==> src/rtl/jzjpcc_endianness_functions.sv <==
// Byte-order helpers shared by the memory and writeback stages.
package jzjpcc_endianness_functions;

  function automatic logic [31:0] toBigEndian32(input logic [31:0] value);
    return {value[7:0], value[15:8], value[23:16], value[31:24]};
  endfunction

  function automatic logic [15:0] toBigEndian16(input logic [15:0] value);
    return {value[7:0], value[15:8]};
  endfunction

endpackage

==> src/rtl/jzjpcc_memory_functions.sv <==
// Access-width decoding, lane masks and alignment rules for RV32 loads/stores.
package jzjpcc_memory_functions;

  localparam logic [2:0] FUNCT3_BYTE   = 3'b000;
  localparam logic [2:0] FUNCT3_HALF   = 3'b001;
  localparam logic [2:0] FUNCT3_WORD   = 3'b010;
  localparam logic [2:0] FUNCT3_BYTE_U = 3'b100;
  localparam logic [2:0] FUNCT3_HALF_U = 3'b101;

  typedef enum logic [1:0] {
    WIDTH_BYTE,
    WIDTH_HALF,
    WIDTH_WORD,
    WIDTH_NONE
  } accessWidth_t;

  function automatic accessWidth_t decodeWidth(input logic [2:0] funct3);
    case (funct3)
      FUNCT3_BYTE, FUNCT3_BYTE_U: return WIDTH_BYTE;
      FUNCT3_HALF, FUNCT3_HALF_U: return WIDTH_HALF;
      FUNCT3_WORD:                return WIDTH_WORD;
      default:                    return WIDTH_NONE;
    endcase
  endfunction

  // Offset k lives in lane 3-k (lane 3 = bits [31:24]).
  function automatic logic [3:0] laneMask(input accessWidth_t width, input logic [1:0] offset);
    case (width)
      WIDTH_BYTE: return 4'b1000 >> offset;
      WIDTH_HALF: return offset[1] ? 4'b0011 : 4'b1100;
      WIDTH_WORD: return 4'b1111;
      default:    return 4'b0000;
    endcase
  endfunction

  function automatic logic isMisaligned(input accessWidth_t width, input logic [1:0] offset);
    case (width)
      WIDTH_BYTE: return 1'b0;
      WIDTH_HALF: return offset[0];
      WIDTH_WORD: return offset != 2'b00;
      default:    return 1'b1;
    endcase
  endfunction

endpackage

==> src/rtl/jzjpcc_writeback_if.sv <==
// Memory-to-writeback pipeline interface; the memory stage is its only producer.
interface jzjpcc_writeback_if;
  logic [4:0]  rdAddr;
  logic        rdWriteEnable;
  logic        rdSource;
  logic [31:0] aluResult;
  logic [2:0]  funct3;
  logic [3:0]  memByteMask;
  logic [31:0] memoryOut;

  modport memory (
    output rdAddr, rdWriteEnable, rdSource, aluResult, funct3, memByteMask, memoryOut
  );

  modport writeback (
    input rdAddr, rdWriteEnable, rdSource, aluResult, funct3, memByteMask, memoryOut
  );
endinterface

==> src/rtl/jzjpcc_store_aligner.sv <==
// Combinational store lane placement, byte mask and misalignment detection.
module jzjpcc_store_aligner
  import jzjpcc_endianness_functions::*;
  import jzjpcc_memory_functions::*;
(
  input  logic [2:0]  funct3,
  input  logic [1:0]  byteOffset,
  input  logic [31:0] rs2,
  output logic [31:0] storeData,
  output logic [3:0]  byteMask,
  output logic        misaligned
);

  accessWidth_t width;

  always_comb begin
    width      = decodeWidth(funct3);
    byteMask   = laneMask(width, byteOffset);
    misaligned = isMisaligned(width, byteOffset);
    storeData  = '0;
    case (width)
      WIDTH_BYTE: storeData = {4{rs2[7:0]}};
      WIDTH_HALF: storeData = {2{toBigEndian16(rs2[15:0])}};
      WIDTH_WORD: storeData = toBigEndian32(rs2);
      default:    storeData = '0;
    endcase
  end

endmodule

==> src/rtl/jzjpcc_memory_stage.sv <==
// Memory stage: issues data-memory requests, flags misaligned accesses and
// registers the instruction into the writeback interface.
module jzjpcc_memory_stage (
  input  logic        clock,
  input  logic        reset,
  input  logic        valid_memory,
  input  logic        isLoad_memory,
  input  logic        isStore_memory,
  input  logic [31:0] aluResult_memory,
  input  logic [31:0] rs2_memory,
  input  logic [2:0]  funct3_memory,
  input  logic [4:0]  rdAddr_memory,
  input  logic        rdWriteEnable_memory,
  input  logic        rdSource_memory,
  input  logic        stall,
  input  logic        flush,
  output logic [29:0] memWordAddr,
  output logic        memReadEnable,
  output logic        memWriteEnable,
  output logic [3:0]  memByteEnable,
  output logic [31:0] memWriteData,
  input  logic [31:0] memReadData,
  jzjpcc_writeback_if.memory writebackIF,
  output logic        misaligned,
  output logic [31:0] badAddr
);

  logic [31:0] storeData;
  logic [3:0]  accessMask;
  logic        accessMisaligned;
  logic        isMemOp;
  logic        memMisaligned;
  logic        live;
  logic        go;

  logic [4:0]  rdAddrReg;
  logic        rdWriteEnableReg;
  logic        rdSourceReg;
  logic [31:0] aluResultReg;
  logic [2:0]  funct3Reg;
  logic [3:0]  memByteMaskReg;

  jzjpcc_store_aligner storeAligner (
    .funct3     (funct3_memory),
    .byteOffset (aluResult_memory[1:0]),
    .rs2        (rs2_memory),
    .storeData  (storeData),
    .byteMask   (accessMask),
    .misaligned (accessMisaligned)
  );

  // Requests are also gated by reset so nothing reaches memory while it is held.
  always_comb begin
    isMemOp        = isLoad_memory | isStore_memory;
    memMisaligned  = isMemOp & accessMisaligned;
    live           = valid_memory & ~stall & ~flush;
    go             = live & ~memMisaligned & reset;
    memWordAddr    = aluResult_memory[31:2];
    memReadEnable  = go & isLoad_memory;
    memWriteEnable = go & isStore_memory;
    memByteEnable  = isMemOp ? accessMask : '0;
    memWriteData   = storeData;
  end

  always_ff @(posedge clock or negedge reset) begin
    if (!reset) begin
      rdAddrReg        <= '0;
      rdWriteEnableReg <= 1'b0;
      rdSourceReg      <= 1'b0;
      aluResultReg     <= '0;
      funct3Reg        <= '0;
      memByteMaskReg   <= '0;
    end else if (!stall) begin
      rdAddrReg        <= rdAddr_memory;
      rdWriteEnableReg <= valid_memory & rdWriteEnable_memory & ~flush & ~memMisaligned;
      rdSourceReg      <= rdSource_memory;
      aluResultReg     <= aluResult_memory;
      funct3Reg        <= funct3_memory;
      memByteMaskReg   <= memByteEnable;
    end
  end

  // The pulse is recomputed every edge, so a stall can never stretch it.
  always_ff @(posedge clock or negedge reset) begin
    if (!reset) begin
      misaligned <= 1'b0;
      badAddr    <= '0;
    end else begin
      misaligned <= live & memMisaligned;
      if (live & memMisaligned) badAddr <= aluResult_memory;
    end
  end

  assign writebackIF.rdAddr        = rdAddrReg;
  assign writebackIF.rdWriteEnable = rdWriteEnableReg;
  assign writebackIF.rdSource      = rdSourceReg;
  assign writebackIF.aluResult     = aluResultReg;
  assign writebackIF.funct3        = funct3Reg;
  assign writebackIF.memByteMask   = memByteMaskReg;
  assign writebackIF.memoryOut     = memReadData;

endmodule

==> src/flat_wrapper.sv <==
// flat-port wrapper written by rule: the top's interface ports become plain ports
module jzjpcc_memory_stage_flat 
  (clock, reset, valid_memory, isLoad_memory, isStore_memory, aluResult_memory, rs2_memory, funct3_memory, rdAddr_memory, rdWriteEnable_memory, rdSource_memory, stall, flush, memWordAddr, memReadEnable, memWriteEnable, memByteEnable, memWriteData, memReadData, misaligned, badAddr, writebackIF_rdAddr, writebackIF_rdWriteEnable, writebackIF_rdSource, writebackIF_aluResult, writebackIF_funct3, writebackIF_memByteMask, writebackIF_memoryOut);
  jzjpcc_writeback_if writebackIF_i ();
  input  logic clock;
  input  logic reset;
  input  logic valid_memory;
  input  logic isLoad_memory;
  input  logic isStore_memory;
  input  logic [31:0] aluResult_memory;
  input  logic [31:0] rs2_memory;
  input  logic [2:0] funct3_memory;
  input  logic [4:0] rdAddr_memory;
  input  logic rdWriteEnable_memory;
  input  logic rdSource_memory;
  input  logic stall;
  input  logic flush;
  output logic [29:0] memWordAddr;
  output logic memReadEnable;
  output logic memWriteEnable;
  output logic [3:0] memByteEnable;
  output logic [31:0] memWriteData;
  input  logic [31:0] memReadData;
  output logic misaligned;
  output logic [31:0] badAddr;
  output wire logic [$bits(writebackIF_i.rdAddr)-1:0] writebackIF_rdAddr;
  output wire logic [$bits(writebackIF_i.rdWriteEnable)-1:0] writebackIF_rdWriteEnable;
  output wire logic [$bits(writebackIF_i.rdSource)-1:0] writebackIF_rdSource;
  output wire logic [$bits(writebackIF_i.aluResult)-1:0] writebackIF_aluResult;
  output wire logic [$bits(writebackIF_i.funct3)-1:0] writebackIF_funct3;
  output wire logic [$bits(writebackIF_i.memByteMask)-1:0] writebackIF_memByteMask;
  output wire logic [$bits(writebackIF_i.memoryOut)-1:0] writebackIF_memoryOut;
  assign writebackIF_rdAddr = writebackIF_i.rdAddr;
  assign writebackIF_rdWriteEnable = writebackIF_i.rdWriteEnable;
  assign writebackIF_rdSource = writebackIF_i.rdSource;
  assign writebackIF_aluResult = writebackIF_i.aluResult;
  assign writebackIF_funct3 = writebackIF_i.funct3;
  assign writebackIF_memByteMask = writebackIF_i.memByteMask;
  assign writebackIF_memoryOut = writebackIF_i.memoryOut;
  jzjpcc_memory_stage u_core (.clock(clock), .reset(reset), .valid_memory(valid_memory), .isLoad_memory(isLoad_memory), .isStore_memory(isStore_memory), .aluResult_memory(aluResult_memory), .rs2_memory(rs2_memory), .funct3_memory(funct3_memory), .rdAddr_memory(rdAddr_memory), .rdWriteEnable_memory(rdWriteEnable_memory), .rdSource_memory(rdSource_memory), .stall(stall), .flush(flush), .memWordAddr(memWordAddr), .memReadEnable(memReadEnable), .memWriteEnable(memWriteEnable), .memByteEnable(memByteEnable), .memWriteData(memWriteData), .memReadData(memReadData), .writebackIF(writebackIF_i), .misaligned(misaligned), .badAddr(badAddr));
endmodule
==> config.mk <==
export PLATFORM = sky130hd
export DESIGN_NAME = jzjpcc_memory_stage_flat
export DESIGN_NICKNAME = d
export VERILOG_FILES = /design/src/rtl/jzjpcc_endianness_functions.sv /design/src/rtl/jzjpcc_memory_functions.sv /design/src/rtl/jzjpcc_writeback_if.sv /design/src/rtl/jzjpcc_store_aligner.sv /design/src/rtl/jzjpcc_memory_stage.sv /design/src/flat_wrapper.sv
export SDC_FILE = /design/constraint.sdc
export NUM_CORES = 1
export LEC_CHECK = 0
export ABC_AREA = 1
export CORE_AREA = 2 2 114 116
export CTS_CLUSTER_DIAMETER = 150
export DETAILED_ROUTE_END_ITERATION = 12
export DIE_AREA = 0 0 116 118
export GPL_ROUTABILITY_DRIVEN = 0
export GPL_TIMING_DRIVEN = 0
export HOLD_SLACK_MARGIN = 0.05
export PLACE_DENSITY = 0.88
export SLEW_MARGIN = 10
export SYNTH_ARGS = -nofsm -noshare
export SYNTH_HDL_FRONTEND = slang
export SYNTH_HIERARCHICAL = 1
export SYNTH_SLANG_ARGS = --single-unit
==> constraint.sdc <==
create_clock -name clock -period 4 [get_ports clock]
set_input_delay 0.8 -clock clock [delete_from_list [all_inputs] [get_ports clock]]
set_output_delay 0.8 -clock clock [all_outputs]
set_load 0.005 [all_outputs]
Word-level counts from Yosys, hierarchy flattened

Index checks and enable logic that the tools add are counted.

Bits in registers: 79
Word-level logic and storage cells: 41
Output and inout bits: 179

Muxes and demuxes: 6
Equal/unequal tests: 6
Reduce and logical (&&, ||, !) cells: 5
Shift operators: 1
Bitwise operators: 15

Operators by type and width:

| cell                  | count |
|---|---|
| $pmux W32 S3          | 1 |
| $pmux W4 S3           | 1 |
| $and A1 B1 Y1         | 11 |
| $mux W4               | 2 |
| $eq A3 B3 Y1 const B  | 2 |
| $pmux W2 S3           | 1 |
| $reduce_or A2 Y1      | 2 |
| $shr A4 B2 Y4 const A | 1 |
| $eq A3 B1 Y1 const B  | 1 |
| $eq A3 B2 Y1 const B  | 1 |
| $logic_not A3 Y1      | 1 |
| $not A1 Y1            | 3 |
| $pmux W1 S3           | 1 |
| $eq A2 B1 Y1 const B  | 1 |
| $eq A2 B2 Y1 const B  | 1 |
| $logic_not A2 Y1      | 1 |
| $reduce_bool A2 Y1    | 1 |
| $or A1 B1 Y1          | 1 |

Longest topological paths before layout

Depth in word-level cells: 10
Depth in mapped cells: 11
Depth with buffers taken out: 9

By module

Netlist, hierarchy kept.

By module, submodules not included:

| module               | times used | area an instance (um2) | cells an instance |
|---|---|---|---|
| jzjpcc_memory_stage  | 1          | 3,594.7                | 415 |
| jzjpcc_store_aligner | 1          | 560.5                  | 133 |

Worst setup path after synthesis

OpenSTA, ideal clock, no wires.

Path type: input port to output port
Start: in funct3_memory[0]
End: out memReadEnable
Buffers on the path: 1
Arrival: 1.675 ns
Cell stages on the path: 6
Setup slack: 1.525 ns
Path through: buf_4 -> o21ai_2 -> nand3_1 -> o21ai_0 -> nand3_1 -> nor2_1

Cells in the longest elaborated chain, start to end: 10

RTL lines:

| what                                 | line                          | RTL |
|---|---|---|
| start, declared                      | flat_wrapper.sv:12            | `input logic [2:0] funct3_memory;` |
| $eq A3 B1 Y1 (tied with other cells) | jzjpcc_memory_functions.sv:18 | `case (funct3)` |
| $reduce_or A2 Y1                     | jzjpcc_memory_functions.sv:18 |  |
| $pmux W2 S3 *                        | jzjpcc_memory_functions.sv:18 |  |
| $eq A2 B2 Y1 (tied with other cells) | jzjpcc_memory_functions.sv:37 | `case (width)` |
| $pmux W1 S3 *                        | jzjpcc_memory_functions.sv:37 |  |
| via u_core.accessMisaligned          | jzjpcc_memory_stage.sv:30     | `logic accessMisaligned;` |
| $and A1 B1 Y1 *                      | jzjpcc_memory_stage.sv:55     | `memMisaligned = isMemOp & accessMisaligned;` |
| $not A1 Y1 *                         | jzjpcc_memory_stage.sv:57     | `go = live & ~memMisaligned & reset;` |
| $and A1 B1 Y1 * (2 in a row)         | jzjpcc_memory_stage.sv:57     |  |
| $and A1 B1 Y1 *                      | jzjpcc_memory_stage.sv:59     | `memReadEnable = go & isLoad_memory;` |
| end, declared                        | flat_wrapper.sv:19            | `output logic memReadEnable;` |

Mark *: on every way through the listed nets, which the timed path passes. The rest lies on a longest branch.

Worst setup path in the final report

Ends and elaborated chain as after synthesis.

==> reports/results.tsv <==
stage	metric	value	unit
power	ir_drop	0.000163	V
global_route	grt_use_met3	5.10	%
clocking	clockBufferDepth	2	
timing	grt_setup_unrepaired	false	
layout	drive_gt1_share	13.2	%
power	cellLeakagePower	0.00368	uW
floorplanning	core-area	12400	um2
yosys	synth_common_cells	nand2_1 (286), dfrtp_1 (79), buf_4 (66), nand3_1 (52), inv_1 (27)	
timing	finalHoldViolCount	0	
status	outcome	completed	
power	cell_internal_pwr	1850	uW
timing	hold_slack	432	ps
yosys	synth_warnings	6	
clocking	cts.sinks	79	
clocking	cts_tree	built	
global_route	grt_pass1_vias	4396	
worst_setup_path	cpMaxStageDelayCell	clkdlybuf4s50_1	
yosys	synth_edf_count	0	
yosys	yosysTopAreaCellShare	47.6	%
timing	slew_violations	0	
layout	num-fill-cells	1100	
worst_setup_path	rr_worst_depth	2	
global_route	grt_max_degree	46	
global_route	grt_util_all_layers	20.7	%
yosys	synthTopCellsByArea	dfrtp_1 (48%), nand2_1 (26%), buf_4 (12%)	
global_route	overflow	0	
worst_setup_path	worst_setup_path_end_kind	output port	
floorplanning	start_util	33.5	%
layout	multiInputGateArea	1460	um2
clocking	insertion_delay	320	ps
yosys	syn_nets	661	
power	p_comb_share	30.7	%
power	p_per_area	348	nW/um2
route	routed_wl	14300	um
yosys	synth-seq-cells	79	
layout	fin_util	58.7	%
power	p_sw_share	27.0	%
route	post-route-drc-count	0	
place	port-buffer-count	259	
place	place_ws	-142	ps
power	p_seq_share	38.8	%
timing	max_freq	264	MHz
route	num_vias	4423	
worst_setup_path	worstPathArrival	2990	ps
yosys	synth_top_flop_cell	dfrtp_1	
route	antenna_left	0	
layout	n_antenna_cell	0	
timing	fin_ws	210	ps
timing	slew_headroom	68.3	%
route	firstDrtPassIters	5	
floorplanning	dieArea	13700	um2
route	drt-wirelength-per-cell	14.3	um
global_route	grt.met1_usage	22.9	%
worst_setup_path	critPathKind	primary input to output port	
yosys	ys_async_sr_fraction	100	%
worst_setup_path	cp-start-kind	primary input	
timing	finalCritPeriodShare	94.7	%
timing	period_needed	3790	ps
route	vias_per_cell	4.44	
job	max-cap-violations	0	
clocking	h-tree-depth	3	
worst_setup_path	cp_max_fo	10	
worst_setup_path	cp_cell_sequence	clkdlybuf4s50_1 > buf_4 > o21ai_4 > nand3_1 > o21ai_2 > nand3_1 > nor2_1 > clkdlybuf4s50_1	
layout	area_delta_synth_final	75.3	%
global_route	grt_busiest_layer	met2	
yosys	synth_seq_area_share	47.6	%
floorplanning	ios	292	
worst_setup_path	cp.depth	8	
timing	skew	0	ps
worst_setup_path	critPathTopFamily	buffers and inverters	
clocking	post-cts-setup-buffer-count	0	
worst_setup_path	slowest_delay	530	ps
floorplanning	dieHeight	118	um
yosys	yosysMostFrequentCell	nand2_1	
timing	tns	0	ps
global_route	antenna_found_initial	0	
yosys	syn_area_per_cell	7.58	um2
power	p_sw	684	uW
clocking	cts_buffers	9	
worst_setup_path	path_buf_inv	3	
power	pwr-share-clk	30.6	%
global_route	use_met2	38.0	%
route	drt_iter0_markers	243	
clocking	cts_root_buf	clkbuf_16	
yosys	syn-cell-area	4160	um2
worst_setup_path	crit_required	3200	ps
global_route	grt_pass1_wl	22100	um
place	hpwl	11200	um
yosys	synth.largest_area_cell	dfrtp_1	
timing	finalSetupViolations	0	
layout	ff_latch_area	1980	um2
timing	worst_slew_pin_slew	476	ps
layout	final_nets	932	
worst_setup_path	reg2reg_slack	3360	ps
yosys	ys_types	19	
clocking	holdBufCountCts	0	
floorplanning	row_count	41	
floorplanning	die_w	116	um
clocking	clk_pin_slew	60	ps
min_path	hold_path.class	primary input to async pin	
yosys	synthCells	548	
## power by group through the flow
stage | registers [uW] | clock network [uW] | logic, uW
after global placement | 990 | 0 | 765
after global routing | 997 | 832 | 844
final | 981 | 774 | 777
after floorplan | 1000 | 0 | 227
after CTS | 982 | 796 | 786
after detailed placement | 995 | 0 | 782
## metal layers
layer / vias to the layer above / routed length (um)
met5: - / 0
met3: 17 / 1240
li1: 2157 / -
met1: 2038 / 5330
met4: 0 / 230
met2: 211 / 7470
## cell usage in the layout (no fill, tap or decap), types with 2 or more instances in the layout
cell type and count:
clkbuf_8 2, buf_1 3, clkinv_2 3, dfrtp_1 79, buf_2 10, nand3_1 52
nand2_1 286, inv_1 27, clkbuf_16 9, buf_6 5, clkdlybuf4s50_1 258, inv_2 2
buf_4 67, nor2_1 9
## final timing paths
path                                                                   from                                            to
worst min-delay path                                                  reset                   u_core/misaligned$_DFF_PN0_
max in group asynchronous                                             reset  u_core/writebackIF.aluResult[14]$_DFFE_PN0N_
min in group clock                            u_core/badAddr[0]$_DFFE_PN0P_                 u_core/badAddr[0]$_DFFE_PN0P_
worst max register to register  u_core/writebackIF.aluResult[1]$_DFFE_PN0N_   u_core/writebackIF.aluResult[1]$_DFFE_PN0N_
worst min register to register                u_core/badAddr[0]$_DFFE_PN0P_                 u_core/badAddr[0]$_DFFE_PN0P_
worst max-delay path                                       funct3_memory[0]                                 memReadEnable
## what timing repair did
item                                    in CTS  in global routing
pin swaps                                    0                  1
gates resized for setup                      2                  1
endpoints found under the setup margin       2                  2
## logic make-up (layout without fill, tap and decap cells)
group / count (synthesis) / in the layout / share of synthesized area (%)
AOI/OAI and AO/OA: 2 / 2 / 0.331
buffers and inverters: 114 / 390 / 17.5
DFF: 79 / 79 / 47.6
and+or+nand+nor: 353 / 353 / 34.6
## metrics by stage
step	cell area, um2	total power (uW)	instances
after floorplan	4160	1230	548
after global placement	6960	1750	979
after detailed placement	6990	1780	980
after CTS	7280	2560	996
after global routing	7280	2670	996
final	7280	2530	996
## registers in the layout, summed over array words and instances, names as in the netlist
signal	cells
u_core/writebackIF.funct3	3
u_core/writebackIF.memByteMask	4
u_core/badAddr	32
u_core/writebackIF.rdSource	1
u_core/writebackIF.aluResult	32
u_core/writebackIF.rdAddr	5
u_core/writebackIF.rdWriteEnable	1
u_core/misaligned	1
## area by class of cell
type	count	share of cell area [%]
well taps	172	2.95
multi-input cells	355	20.1
clock buffers	11	3.47
flip-flops and latches	79	27.1
clock inverters	5	0.429
plain buffers	85	8.47
inverters	29	1.49
repair buffers	260	35.9
(Power assumes the default switching activity.)
